<file path="src/rtl/fpu_seq_pkg.sv">
// fpu_seq_pkg: shared state encoding, request bundle and defaults for the FPU issue sequencer
package fpu_seq_pkg;
  typedef enum logic [1:0] {
    IDLE  = 2'd0,
    ISSUE = 2'd1,
    WAIT  = 2'd2
  } state_t;
  typedef struct packed {
    logic [7:0]  opcode;
    logic [7:0]  modrm;
    logic [79:0] data;
    logic [31:0] int_data;
  } fpu_req_t;
  localparam int REQ_W = $bits(fpu_req_t);
  localparam int DEF_TIMEOUT = 1023;
endpackage

</file>
<file path="src/rtl/fpu_req_fifo.sv">
// fpu_req_fifo: DEPTH x W synchronous FIFO with occupancy count.
// Ports: clk, reset (sync active-low), push/din, pop/dout (head, show-ahead), count.
// Caller guarantees no push when full and no pop when empty.
module fpu_req_fifo #(
  parameter int DEPTH = 4,
  parameter int W = 128
) (
  input  logic                     clk,
  input  logic                     reset,
  input  logic                     push,
  input  logic [W-1:0]             din,
  input  logic                     pop,
  output logic [W-1:0]             dout,
  output logic [$clog2(DEPTH):0]   count
);
  localparam int AW = $clog2(DEPTH);
  localparam int CW = AW + 1;
  logic [W-1:0]  mem [DEPTH];
  logic [AW-1:0] wp;
  logic [AW-1:0] rp;
  assign dout = mem[rp];
  always_ff @(posedge clk) begin
    if (!reset) begin
      wp    <= '0;
      rp    <= '0;
      count <= '0;
    end else begin
      if (push) begin
        mem[wp] <= din;
        wp      <= wp + 1'b1;
      end
      if (pop) rp <= rp + 1'b1;
      count <= count + CW'(push) - CW'(pop);
    end
  end
endmodule

</file>
<file path="src/rtl/fpu_issue_sequencer.sv">
// fpu_issue_sequencer: queues 8087 requests and issues them one at a time to the FPU core.
// Ports: clk, reset (sync active-low);
//   req_*  : request stream in (valid/ready), buffered in a DEPTH-entry FIFO;
//   fpu_*  : operand/strobe outputs to the core, ready/error/result inputs from it;
//   rsp_*  : one-entry response register (valid/ready) with captured result, error, timeout;
//   busy   : FSM active or requests queued; pending: FIFO occupancy.
module fpu_issue_sequencer
  import fpu_seq_pkg::*;
#(
  parameter int DEPTH   = 4,
  parameter int TIMEOUT = DEF_TIMEOUT,
  parameter int TO_W    = 10
) (
  input  logic                   clk,
  input  logic                   reset,
  input  logic                   req_valid,
  output logic                   req_ready,
  input  logic [7:0]             req_opcode,
  input  logic [7:0]             req_modrm,
  input  logic [79:0]            req_data,
  input  logic [31:0]            req_int_data,
  output logic [7:0]             fpu_opcode,
  output logic [7:0]             fpu_modrm,
  output logic [79:0]            fpu_data_in,
  output logic [31:0]            fpu_int_data_in,
  output logic                   fpu_execute,
  input  logic                   fpu_ready,
  input  logic                   fpu_error,
  input  logic [79:0]            fpu_data_out,
  input  logic [31:0]            fpu_int_data_out,
  output logic                   rsp_valid,
  input  logic                   rsp_ready,
  output logic [79:0]            rsp_data,
  output logic [31:0]            rsp_int_data,
  output logic                   rsp_error,
  output logic                   rsp_timeout,
  output logic                   busy,
  output logic [$clog2(DEPTH):0] pending
);
  localparam int PW = $clog2(DEPTH) + 1;
  state_t          state;
  fpu_req_t        head;
  fpu_req_t        req;
  logic [TO_W-1:0] wdog;
  logic            seen_busy;
  logic            push;
  logic            pop;
  assign req       = '{opcode: req_opcode, modrm: req_modrm, data: req_data, int_data: req_int_data};
  assign req_ready = pending != PW'(DEPTH);
  assign push      = req_valid && req_ready;
  // An unconsumed response blocks the next issue, so capture never races a response pop.
  assign pop       = state == IDLE && pending != '0 && !rsp_valid;
  assign busy      = state != IDLE || pending != '0;
  fpu_req_fifo #(.DEPTH(DEPTH), .W(REQ_W)) u_fifo (
    .clk   (clk),
    .reset (reset),
    .push  (push),
    .din   (req),
    .pop   (pop),
    .dout  (head),
    .count (pending)
  );
  always_ff @(posedge clk) begin
    if (!reset) begin
      state           <= IDLE;
      fpu_execute     <= 1'b0;
      fpu_opcode      <= '0;
      fpu_modrm       <= '0;
      fpu_data_in     <= '0;
      fpu_int_data_in <= '0;
      rsp_valid       <= 1'b0;
      rsp_data        <= '0;
      rsp_int_data    <= '0;
      rsp_error       <= 1'b0;
      rsp_timeout     <= 1'b0;
      wdog            <= '0;
      seen_busy       <= 1'b0;
    end else begin
      fpu_execute <= 1'b0;
      if (rsp_valid && rsp_ready) rsp_valid <= 1'b0;
      case (state)
        IDLE: if (pop) begin
          {fpu_opcode, fpu_modrm, fpu_data_in, fpu_int_data_in} <= head;
          fpu_execute <= 1'b1;
          state       <= ISSUE;
        end
        ISSUE: begin
          // A core already busy when the strobe lands counts as having dropped ready.
          wdog      <= '0;
          seen_busy <= ~fpu_ready;
          state     <= WAIT;
        end
        WAIT: begin
          wdog <= wdog + 1'b1;
          if (!fpu_ready) seen_busy <= 1'b1;
          if (fpu_ready && seen_busy) begin
            rsp_data     <= fpu_data_out;
            rsp_int_data <= fpu_int_data_out;
            rsp_error    <= fpu_error;
            rsp_timeout  <= 1'b0;
            rsp_valid    <= 1'b1;
            state        <= IDLE;
          end else if (wdog == TO_W'(TIMEOUT)) begin
            rsp_data     <= '0;
            rsp_int_data <= '0;
            rsp_error    <= 1'b1;
            rsp_timeout  <= 1'b1;
            rsp_valid    <= 1'b1;
            state        <= IDLE;
          end
        end
        default: state <= IDLE;
      endcase
    end
  end
endmodule

</file>
<file path="config.mk">
export PLATFORM = sky130hd
export DESIGN_NAME = fpu_issue_sequencer
export DESIGN_NICKNAME = d
export VERILOG_FILES = /design/src/rtl/fpu_seq_pkg.sv /design/src/rtl/fpu_req_fifo.sv /design/src/rtl/fpu_issue_sequencer.sv
export SDC_FILE = /design/constraint.sdc
export NUM_CORES = 1
export LEC_CHECK = 0
export BUFFER_PORTS_ARGS = -buffer_cell sky130_fd_sc_hd__buf_2
export CAP_MARGIN = 20
export CORE_ASPECT_RATIO = 1.4
export CORE_MARGIN = 8
export CORE_UTILIZATION = 25
export CTS_CLUSTER_DIAMETER = 40
export DETAILED_ROUTE_END_ITERATION = 8
export PLACE_DENSITY = 0.48
export SLEW_MARGIN = 20
export SYNTH_ARGS = -nofsm -noshare
export SYNTH_HDL_FRONTEND = slang
export SYNTH_SLANG_ARGS = --single-unit
</file>
<file path="constraint.sdc">
create_clock -name clk -period 9.3 [get_ports clk]
set_input_delay 1.395 -clock clk [delete_from_list [all_inputs] [get_ports clk]]
set_output_delay 1.395 -clock clk [all_outputs]
set_load 0.1 [all_outputs]
</file>
After elaboration in Yosys (flattened, before gate mapping)
Memories as Yosys holds them, arrays and structs flattened. A register that Yosys moved wholly into a read port is not among the register bits.
Cells that the tools add are included.
Widths: inputs -> output; s select.
{"block": "totals", "memories": 1, "output_inout_bits": 249, "ramBits": 512, "reg_bits": 136}
{"block": "classes", "bitwise": 1, "reduce_logical": 18, "n_mux": 22, "n_eq_ne": 7, "addsub": 5}
{"memory": "u_fifo.mem", "depth": 4, "width": 128, "read_ports": 1, "rd_ports_with_merged_regs": 1, "wr": 1, "line": "fpu_req_fifo.sv:18", "text": "logic [W-1:0] mem [DEPTH];"}
{"operator": "$mux 80", "count": 2}
{"operator": "$mux 32", "count": 2}
{"operator": "$pmux 10 s2", "count": 1}
{"operator": "$mux 1", "count": 12}
{"operator": "$add 10x1->10 const B", "count": 1}
{"operator": "$eq 10x10->1 const B", "count": 1}
{"operator": "$reduce_and 2->1", "count": 5}
{"operator": "$mux 2", "count": 3}
{"operator": "$ne 3x3->1 const B", "count": 2}
{"operator": "$pmux 2 s3", "count": 1}
{"operator": "$reduce_bool 2->1", "count": 3}
{"operator": "$logic_and 1x1->1", "count": 5}
{"operator": "$add 2x1->2 const B", "count": 2}
{"operator": "$add 3x1->3", "count": 1}
{"operator": "$reduce_bool 3->1", "count": 1}
{"operator": "$sub 3x1->3", "count": 1}
{"operator": "$eq 2x1->1 const B", "count": 1}
{"operator": "$eq 2x2->1 const B", "count": 1}
{"operator": "$logic_not 1->1", "count": 2}
{"operator": "$logic_not 2->1", "count": 1}
{"operator": "$ne 2x1->1 const B", "count": 1}
{"operator": "$ne 2x2->1 const B", "count": 1}
{"operator": "$pmux 1 s2", "count": 1}
{"operator": "$logic_or 1x1->1", "count": 1}
{"operator": "$not 1->1", "count": 1}

Depth between registers and ports, before layout
Gate-level depths: netlist of the first run.
{"block": "depth", "word_depth": 5, "ltp_mapped": 9, "depth_no_buf": 9}

Hierarchy
From an unflattened synthesis of the first run, not the netlist that was laid out.
{"block": "hier_totals", "cells_unflattened": 1613, "area_unflattened_um2": 27916.8}
{"module": "fpu_req_fifo", "seq_area_each_um2": 15554.9, "instances": 1, "cells_per_inst": 709, "area_per_inst_um2": 19003.2}
{"module": "fpu_issue_sequencer", "seq_area_each_um2": 5144.9, "instances": 1, "cells_per_inst": 904, "area_per_inst_um2": 8913.5}

Least setup slack after synthesis of the first run
Ideal clock, no wire load.
{"block": "synth_path", "kind": "input port to flip-flop", "from": "input port reset", "to": "memory u_fifo.mem[0][0], enable pin", "t_arrival_ps": 4863, "path_buffers": 2, "setup_slack_ps": 3934, "required_ps": 8797, "cell_stages": 3, "path_cell_list": "buf_2 clkbuf_1 and3_1"}
{"block": "synth_via", "elab_chain_len": 2}
{"element": "start, declared", "line": "fpu_issue_sequencer.sv:15", "text": "input logic reset,"}
{"element": "$mux 1", "line": "fpu_req_fifo.sv:23", "text": "if (!reset) begin"}
{"element": "$mux 1 (implied by the code)", "line": "fpu_req_fifo.sv:29", "text": "mem[wp] <= din;"}
{"element": "end, declared", "line": "fpu_req_fifo.sv:18"}
No other way between the ends.

Final worst setup path of the first run
{"block": "layout_path", "from": "register u_fifo.count[0]", "to": "output port busy"}
{"block": "layout_via", "elab_chain_len": 2}
{"element": "start, declared", "line": "fpu_req_fifo.sv:14", "text": "output logic [$clog2(DEPTH):0] count"}
{"element": "start signal, assigned", "line": "fpu_req_fifo.sv:33", "text": "count <= count + CW'(push) - CW'(pop);"}
{"element": "$reduce_bool 3->1", "line": "fpu_issue_sequencer.sv:53", "text": "assign busy = state != IDLE || pending != '0;"}
{"element": "$logic_or 1x1->1", "line": "fpu_issue_sequencer.sv:53"}
{"element": "end, declared", "line": "fpu_issue_sequencer.sv:37", "text": "output logic busy,"}
No other way between the ends.

==> qor.yml, run 1 <==
outcome:
  status: "finished, final reports clean"
global_route:
  grt_pass1_vias: 18200
  grt_first_pass_wirelength_um: 122000
  grt_start_max_net_pins: 112
  antenna_found_initial: 41
  grt_remaining_overflow: 0
  grtUsageTotal: 0.125
routing:
  drc: 0
  wl_met2_um: 38300
  drt-total-wl_um: 82200
  avgViaCountPerCell: 4.33
  vias: 17700
  maxUsedRoutingLayer: "met5"
  wl_per_cell_um: 20.1
  ant_nets: 0
  wl_met1_um: 34000
  routed-wl-met3_um: 7580
  drt-initial-drc-count: 976
  drtPass1Iterations: 5
critical_path:
  path_class: "reg2out"
  reg2reg_setup_slack_ps: 6160
  worstPathMaxFanout: 6
  r2r-start: "u_fifo.rp[0]$_SDFFE_PN0P_"
  worstPathArrival_ps: 2040
  cp.required_ps: 7910
  worst-r2r-cell-count: 5
  end_kind: "primary output"
  start_kind: "flip-flop"
  rr_endpoint: "fpu_data_in[60]$_SDFFE_PN0P_"
cts:
  clockBufferDepth: 3
  post_cts_buffers: 0
  cts_tree: "yes"
  hold_buffers: 0
  tritoncts.num_buffers: 108
  clockRootBuffer: "clkbuf_16"
  clock-sinks: 776
  clkLatencyLatePin_ps: 690
  cts.repair.resized: 0
  cts_max_level: 3
  clk_pin_slew_ps: 50
die:
  fp.coreArea_um2: 116000
  fp.dieArea_um2: 128000
  io_pins: 495
  start_util: 0.251
  die_w_um: 304
  fp.dieH_um: 419
  num_rows: 148
power:
  power_density_nw_per_um2: 333
  finalPower_mw: 12.2
  p_leak_nw: 13.6
  irDropWorstVdd_v: 0.000228
cells_and_area:
  fin_cells: 4088
  nNetsFinal: 2731
  area_growth_pct: 26.6
  drive_above_1_share: 0.331
  num-fill-cells: 11600
  final_core_util: 0.318
sta:
  hold_viol: 0
  fin_crit_sh: 0.369
  clock_skew_ps: 58.0
  fin_tns_setup_ps: 0
  tightest_slew_ps: 960
  holdWs_ps: 449
  rsz0062_at_grt: "false"
  period_minus_slack_ps: 3440
  maxSlewViolCount: 0
  setup_viol: 0
  slew_headroom: 0.360
  timing.fmax_mhz: 291
hold_path:
  holdPathEnd: "fpu_data_in[7]$_SDFFE_PN0P_"
  hp-class: "reg2reg"
  hp-start: "fpu_data_in[7]$_SDFFE_PN0P_"
  worstHoldPathCells: 2
yosys:
  synth_top_area_frac: 0.529
  synth_adder_area_share: 0.00500
  synth_cells: 1970
  yosysWarnings: 0
  synth_top_family_by_area: "multiplexers"
  synthMuxAreaShare: 0.100
  synth-xor-area-share: 0.00332
  synth-edff-count: 512
  yosysMostFrequentCell: "edfxtp_1"
  synth_area_um2: 29000
  ys_top_cells_by_count: "edfxtp_1 (512), nand2_1 (271), dfxtp_1 (264)"
  synth.area.top_cells: "edfxtp_1 (53%), dfxtp_1 (18%), mux4_2 (9.9%)"
  synth_compound_area_frac: 0.0757
  ys_types: 36
  yosys.area_share.simple: 0.0827
  syn_nets: 2227
  synth_top_area_cell: "edfxtp_1"
  synth.avg_cell_area_um2: 14.7
  ys_seq_area_frac: 0.711
  ys_ff_latch: 776
  ys_async_sr_fraction: 0
  ys.flop_type: "edfxtp_1"
placed_design:
  numPortBuffers: 494
  globalplace.congestion: 0.743
  place_hpwl_um: 52300
  dp_cells: 3864
flow_run:
  maxCapViolCount: 0
[placed cells by master, fill, tap and decap left out, drive strengths merged, types with 3 or more instances in the layout]
master / count
nor2: 123
inv: 31
buf: 517
and2: 118
diode: 20
a21boi: 131
mux2i: 3
dfxtp: 264
bufinv: 7
and3: 7
o21ai: 119
clkinvlp: 11
nand2: 271
clkinv: 42
edfxtp: 512
xor2: 6
a21oi: 115
ha: 10
or3: 5
mux4: 128
nand3: 7
xnor2: 5
clkbuf: 122
nand4: 3
[power breakdown]
part	switching [mW]	internal (mW)
logic	3.00	0.821
registers	0.234	4.07
clock network	1.68	2.43
total	4.91	7.32
[sequential cells by signal (all words and copies together), names as in the netlist, 2 cells and up]
signal           count
u_fifo.count         3
state                2
u_fifo.rp            2
fpu_opcode           8
rsp_int_data        32
rsp_data            80
u_fifo.wp            2
fpu_data_in         80
fpu_modrm            8
u_fifo.mem         512
wdog                10
fpu_int_data_in     32
[layout make-up]
type                       instances  area, um^2  area share
sequential                       776       20700       0.562
antenna                           20        50.0     0.00136
tap                             1500        1880      0.0511
clock inverter                    82         885      0.0241
clock buffer                     122        2810      0.0763
timing repair buffer             517        2650      0.0721
multi-input combinational       1062        7790       0.212
inverter                           9        35.0    0.000953
[critical path, cell delays in order (launching register included)]
cell     delay, ps
dfxtp_1        350
nor3_1         500
nand2_1        170
buf_2          330
[kinds of logic (layout without fill, tap and decap cells)]
family,Yosys count,after routing
buffers and inverters,132,730
AO/OA/AOI/OAI,368,368
XOR/XNOR,11,11
other,0,20
flip-flops,776,776
AND/OR/NAND/NOR,541,541
multiplexers,131,131
adder cells (fa/ha/maj),11,11
[layer usage]
metal  global-route usage  up-vias
met3               0.0478      170
met4               0.0431       32
li1                     -     8291
met5                    0        -
met2                0.201      595
met1                0.153     8627
[worst max path at each step]
stage / startpoint / endpoint / cells after the start / slack, ps
2_1_floorplan: reset / u_fifo.mem[0][0]$_DFFE_PP_ / 3 / 3930
3_5_place_dp: req_valid / u_fifo.mem[2][47]$_DFFE_PP_ / 4 / 5180
3_3_place_gp: req_valid / u_fifo.mem[2][55]$_DFFE_PP_ / 4 / 5170
4_1_cts: u_fifo.count[0]$_SDFF_PN0_ / busy / 3 / 5740
6_report: u_fifo.count[0]$_SDFF_PN0_ / busy / 3 / 5860
5_1_grt: u_fifo.count[0]$_SDFF_PN0_ / busy / 3 / 5690
[metrics by stage]
step	area, um^2	setup slack [ps]
after floorplan	29000	3930
after global placement	33000	5170
after detailed placement	33000	5180
after CTS	36700	5740
after global routing	36700	5690
final	36800	5860
Power figures use the tool's default switching activity.
==> inputs of run 2 (changes only) <==
- PLACE_DENSITY: 0.48 -> 0.49
- clock period: 9.3 -> 3.15 ns (I/O delays scaled with it)
==> run 2 against run 1 <==
Against the previous run:
- sequential cell count stayed put
- worst hold slack worse by 320 ps
- sequential share of layout area shrank 2.4 points
- sequential power increased to 2.9 times the previous value
- first-iteration DRC count shrank 4.1%
==> qor.yml, run 2 (synthesis gave the netlist of run 1 again) <==
critical_path:
  critical_path.slowest_cell: "nor3_1"  # unchanged
  worst-r2r-cell-count: 7  # was 5
  critPathBufInv: 1  # unchanged
  worstPathArrival_ps: 2100  # was 2040 ps
  start_kind: "flip-flop"  # unchanged
  reg2reg_setup_slack_ps: 860  # was 6160 ps
  worstPathMaxFanout: 6  # unchanged
  r2r-start: "state[0]$_SDFFE_PN0P_"  # was u_fifo.rp[0]$_SDFFE_PN0P_
  crit_family: "simple AND/OR/NAND/NOR gates"  # unchanged
  max_stage_delay_ps: 560  # was 500 ps
  worstPathCellList: "nor3_1 > nand2_1 > buf_2"  # unchanged
  startpoint: "u_fifo.count[1]$_SDFF_PN0_"  # was u_fifo.count[0]$_SDFF_PN0_
  end_kind: "primary output"  # unchanged
  path_class: "reg2out"  # unchanged
  rr_endpoint: "rsp_data[57]$_SDFFE_PN0P_"  # was fpu_data_in[60]$_SDFFE_PN0P_
  cp.required_ps: 2680  # was 7910 ps
sta:
  timing.fmax_mhz: 389
  rsz0062_at_grt: "false"  # unchanged
  fin_crit_sh: 0.816
  worst_slack_ps: 580  # was 5860 ps
  clock_skew_ps: 26.8  # was 58.0 ps
  setup_viol: 0  # unchanged
  maxSlewViolCount: 0  # unchanged
  tightest_slew_ps: 816  # was 960 ps
  hold_viol: 0  # unchanged
  period_minus_slack_ps: 2570
  holdWs_ps: 127  # was 449 ps
  slew_headroom: 0.456  # was 0.360
global_route:
  grt_remaining_overflow: 0  # unchanged
  antenna_found_initial: 6  # was 41
  grt_pass1_vias: 19300  # was 18200
  grt_start_max_net_pins: 153  # was 112
  grtUsageTotal: 0.121  # was 0.125
  grt_first_pass_wirelength_um: 120000  # was 122000 um
cells_and_area:
  register_area_um2: 20700  # unchanged
  largestRegisters: "u_fifo.mem x512, fpu_data_in x80, rsp_data x80"  # unchanged
  nNetsFinal: 2875  # was 2731
  area_growth_pct: 32.2  # was 26.6%
  num-fill-cells: 11400  # was 11600
  fin_cells: 4214  # was 4088
  finalInstanceArea_um2: 38400  # was 36800 um^2
  drive_above_1_share: 0.316  # was 0.331
  largest_register_ffs: 512  # unchanged
  multi_input_area_um2: 7790  # unchanged
  layout_common_cells: "edfxtp_1 (512), buf_2 (493), nand2_1 (270)"  # unchanged
  largest_register: "u_fifo.mem"  # unchanged
  final_common_cell: "edfxtp_1"  # unchanged
power:
  pwr-share-seq: 0.349  # was 0.352
  combPwrFrac: 0.322  # was 0.312
  p_sw_mw: 14.3  # was 4.91 mW
  internal_power_mw: 22.0  # was 7.32 mW
  irDropWorstVdd_v: 0.000723  # was 0.000228 V
  power_density_nw_per_um2: 947  # was 333 nW/um^2
  power.share.clock: 0.329  # was 0.336
  finalPower_mw: 36.3  # was 12.2 mW
  p_leak_nw: 14.3  # was 13.6 nW
  switching_share: 0.394  # was 0.401
placed_design:
  place_hpwl_um: 49000  # was 52300 um
  dp_cells: 3882  # was 3864
  dpl_cell_area_um2: 33500  # was 33000 um^2
  pre_cts_ws_ps: 843  # was 5180 ps
  numPortBuffers: 494  # unchanged
  globalplace.congestion: 0.723  # was 0.743
routing:
  drtPass1Iterations: 5  # unchanged
  ant_nets: 0  # unchanged
  drt-initial-drc-count: 936  # was 976
  drc: 0  # unchanged
  avgViaCountPerCell: 4.32  # was 4.33
  vias: 18200  # was 17700
  drt-total-wl_um: 78600  # was 82200 um
  wl_per_cell_um: 18.7  # was 20.1 um
cts:
  cts_max_level: 3  # unchanged
  clkLatencyLatePin_ps: 690  # about the same
  tritoncts.num_buffers: 104  # was 108
  clock-sinks: 776  # unchanged
  clk_pin_slew_ps: 50  # about the same
  clockRootBuffer: "clkbuf_16"  # unchanged
  post_cts_buffers: 0  # unchanged
  clockBufferDepth: 3  # unchanged
  cts.repair.resized: 0  # unchanged
  cts_tree: "yes"  # unchanged
die:
  fp.coreArea_um2: 116000  # unchanged
  num_rows: 148  # unchanged
  fp.dieH_um: 419  # unchanged
  die_w_um: 304  # unchanged
  start_util: 0.251  # unchanged
  fp.dieArea_um2: 128000  # unchanged
  io_pins: 495  # unchanged
flow_run:
  maxCapViolCount: 0  # unchanged
hold_path:
  worstHoldPathCells: 3  # was 2
  hp-class: "in2reg"  # was reg2reg
  hp-start: "reset"  # was fpu_data_in[7]$_SDFFE_PN0P_
  holdPathEnd: "rsp_error$_SDFFE_PN0P_"  # was fpu_data_in[7]$_SDFFE_PN0P_
outcome:
  status: "finished, final reports clean"  # unchanged
run 2: layout make-up:
cell class / count / share of cell area
diodes: 5 / 0.000326
clock buffers: 126 / 0.0729
clock inverters: 71 / 0.0203
inverters: 9 / 0.000912
multi-input cells: 1062 / 0.203
flip-flops and latches: 776 / 0.538
well taps: 1500 / 0.0489
repair buffers: 665 / 0.116
run 2: worst register-to-register path, cell delays in order, from the launching register on:
cell and delay [ps]:
dfxtp_1 320, inv_1 100, ha_1 340, and3_2 670, buf_12 310, and2_1 220, o21ai_0 90, a21oi_1 160
run 2: metal layers:
layer	up-vias	part of all wire	global-route usage
met5	-	0.00034	0
met4	4	0.023	0.0423
met3	101	0.072	0.0379
met2	535	0.48	0.204
met1	8997	0.42	0.145
li1	8559	-	-
run 2: repair_timing:
item	4_1_cts	5_1_grt
endpoints found under the hold margin	514	0
endpoints found under the setup margin	0	0
hold buffers	130	0
run 2: power by group through the flow:
stage | registers, mW | clock network [mW] | logic [mW]
after floorplan | 17.7 | 0 | 4.09
after global placement | 12.9 | 0 | 11.8
after detailed placement | 12.9 | 0 | 11.8
after CTS | 12.7 | 12.4 | 12.0
after global routing | 12.8 | 12.7 | 12.5
final | 12.7 | 12.0 | 11.7
run 2: how the worst max path moves through the flow:
stage / endpoint / slack [ps] / cells past startpoint
finish: busy / 580 / 3
CTS: busy / 480 / 3
detailed placement: rsp_data[68]$_SDFFE_PN0P_ / 840 / 7
floorplan: u_fifo.mem[0][0]$_DFFE_PP_ / -430 / 3
global placement: u_fifo.mem[3][79]$_DFFE_PP_ / 830 / 4
global route: busy / 420 / 3
run 2: stage by stage:
| step | setup TNS [ps] | utilization |
|---|---|---|
| 2_1_floorplan | -221490 | - |
| 3_3_place_gp | 0 | 0.290 |
| 3_5_place_dp | 0 | 0.290 |
| 4_1_cts | 0 | 0.332 |
| 5_1_grt | 0 | 0.332 |
| 6_report | 0 | 0.332 |
==> inputs of run 3 (changes only) <==
- PLACE_DENSITY: 0.49 -> 0.48
- clock period: 3.15 -> 2.57 ns (I/O delays scaled with it)
==> run 3 against run 2 <==
Against the previous run:
- final cell count rose by 1.1%
- global-route usage rose by 0.68 points
- sequential cell count did not move
- register-to-register slack got worse by 340 ps
- non-clock buffer count rose by 43
==> qor.yml, run 3 (synthesis gave the netlist of run 1 again) <==
cts:
  clk_pin_slew_ps: 60  # was 50 ps
  clockRootBuffer: "clkbuf_16"  # unchanged
  clkLatencyLatePin_ps: 670  # was 690 ps
  post_cts_buffers: 0  # unchanged
  clockBufferDepth: 3  # unchanged
  tritoncts.num_buffers: 104  # unchanged
  cts.repair.resized: 0  # unchanged
  cts_max_level: 3  # unchanged
  cts_tree: "yes"  # unchanged
  clock-sinks: 776  # unchanged
cells_and_area:
  drive_above_1_share: 0.325  # was 0.316
  layout_common_cells: "edfxtp_1 (512), buf_2 (493), nand2_1 (270)"  # unchanged
  largest_register_ffs: 512  # unchanged
  final_common_cell: "edfxtp_1"  # unchanged
  largestRegisters: "u_fifo.mem x512, fpu_data_in x80, rsp_data x80"  # unchanged
  largest_register: "u_fifo.mem"  # unchanged
  fin_cells: 4260  # was 4214
  nNetsFinal: 2918  # was 2875
  finalInstanceArea_um2: 38800  # was 38400 um^2
  area_growth_pct: 33.4  # was 32.2%
sta:
  rsz0062_at_grt: "false"  # unchanged
  slew_headroom: 0.489  # was 0.456
  hold_viol: 0  # unchanged
  worst_slack_ps: 330  # was 580 ps
  period_minus_slack_ps: 2240
  maxSlewViolCount: 0  # unchanged
  tightest_slew_ps: 766  # was 816 ps
  fin_crit_sh: 0.872
  fin_tns_setup_ps: 0  # unchanged
  setup_viol: 0  # unchanged
  clock_skew_ps: 23.3  # was 26.8 ps
  timing.fmax_mhz: 446
routing:
  drt-total-wl_um: 83000  # was 78600 um
  ant_nets: 0  # unchanged
  avgViaCountPerCell: 4.33  # was 4.32
  drt-initial-drc-count: 1038  # was 936
  vias: 18400  # was 18200
  drtPass1Iterations: 5  # unchanged
  wl_per_cell_um: 19.5  # was 18.7 um
  drc: 0  # unchanged
placed_design:
  dp_cells: 3924  # was 3882
  place_hpwl_um: 55600  # was 49000 um
  globalplace.congestion: 0.843  # was 0.723
  dpl_cell_area_um2: 33800  # was 33500 um^2
  pre_cts_ws_ps: 457  # was 843 ps
  numPortBuffers: 494  # unchanged
critical_path:
  worstPathCellList: "inv_1 > ha_1 > nand2_1 > buf_2"  # was nor3_1 > nand2_1 > buf_2
  path_class: "reg2out"  # unchanged
  worst-r2r-cell-count: 7  # unchanged
  r2r-start: "state[0]$_SDFFE_PN0P_"  # unchanged
  critical_path.slowest_cell: "buf_2"  # was nor3_1
  worstPathMaxFanout: 4  # was 6
  critPathBufInv: 2  # was 1
  start_kind: "flip-flop"  # unchanged
  cp_num_cells: 4  # was 3
  crit_family: "buffers and inverters"  # was simple AND/OR/NAND/NOR gates
  cp.required_ps: 2180  # was 2680 ps
  startpoint: "state[0]$_SDFFE_PN0P_"  # was u_fifo.count[1]$_SDFF_PN0_
  worstPathArrival_ps: 1850  # was 2100 ps
  end_kind: "primary output"  # unchanged
  max_stage_delay_ps: 440  # was 560 ps
global_route:
  grt_remaining_overflow: 0  # unchanged
  grt_first_pass_wirelength_um: 126000  # was 120000 um
  antenna_found_initial: 6  # unchanged
  grtUsageTotal: 0.128  # was 0.121
  grt_pass1_vias: 19800  # was 19300
  grt_start_max_net_pins: 104  # was 153
die:
  die_w_um: 304  # unchanged
  fp.coreArea_um2: 116000  # unchanged
  num_rows: 148  # unchanged
  start_util: 0.251  # unchanged
  fp.dieArea_um2: 128000  # unchanged
  fp.dieH_um: 419  # unchanged
  io_pins: 495  # unchanged
outcome:
  status: "finished, final reports clean"  # unchanged
power:
  finalPower_mw: 44.7  # was 36.3 mW
  power_density_nw_per_um2: 1150  # was 947 nW/um^2
  irDropWorstVdd_v: 0.000953  # was 0.000723 V
  p_leak_nw: 14.5  # was 14.3 nW
hold_path:
  hp-start: "fpu_data_out[29]"  # was reset
  hp-class: "in2reg"  # unchanged
  worstHoldPathCells: 4  # was 3
flow_run:
  maxCapViolCount: 0  # unchanged
## run 3: changes by cell type in the layout (fill, tap and decap cells not counted), moves of 3 or more
| cell | delta |
|---|---|
| clkinv_2 | +3 |
| clkinvlp_4 | -7 |
| dfxtp_1 | -3 |
| clkinv_1 | +5 |
| inv_8 | -5 |
| inv_6 | +4 |
| clkinv_4 | -4 |
| buf_4 | +41 |
## run 3: worst paths after layout
path,to,slack (ps)
worst max-delay path,busy,330
worst min-delay path,rsp_data[29]$_SDFFE_PN0P_,100
worst min register to register,fpu_data_in[4]$_SDFFE_PN0P_,450
worst max register to register,rsp_int_data[25]$_SDFFE_PN0P_,520
## run 3: timing repair
action	4_1_cts	5_1_grt
endpoints found under the hold margin	515	0
setup endpoints to repair	0	0
hold buffers	131	0
## run 3: per-layer routing
layer  GRT usage  vias to the layer above  part of all wire
li1            -                     8654                 -
met1       0.154                     9065              0.42
met2       0.216                      602              0.48
met3      0.0356                      123             0.065
met4      0.0507                        0             0.034
met5           0                        -                 0
## run 3: where the power goes
group	switching (mW)	internal, mW
sequential	0.748	14.7
clock	5.70	8.85
combinational	11.1	3.57
total	17.6	27.2
## run 3: worst register-to-register path, delay by kind of cell (launching register included)
kind	cells	cell delay, ps
AO/OA/AOI/OAI	2	230
AND/OR/NAND/NOR	2	760
adder cells (fa/ha/maj)	1	330
flip-flops	1	320
buffers and inverters	2	340
## run 3: layout make-up
class	count	area [um^2]
antenna	7	17.5
clock buffer	131	2870
clock inverter	67	709
fill	11400	77000
inverter	9	35.0
multi-input combinational	1062	7790
sequential	776	20700
tap	1500	1880
timing repair buffer	708	4780
## run 3: metrics by stage
| stage | utilization | hold WS [ps] |
|---|---|---|
| after global routing | 0.335 | 58.2 |
| after global placement | 0.292 | 439 |
| after CTS | 0.335 | 7.00 |
| after floorplan | - | 455 |
| final | 0.335 | 99.8 |
| after detailed placement | 0.292 | 443 |
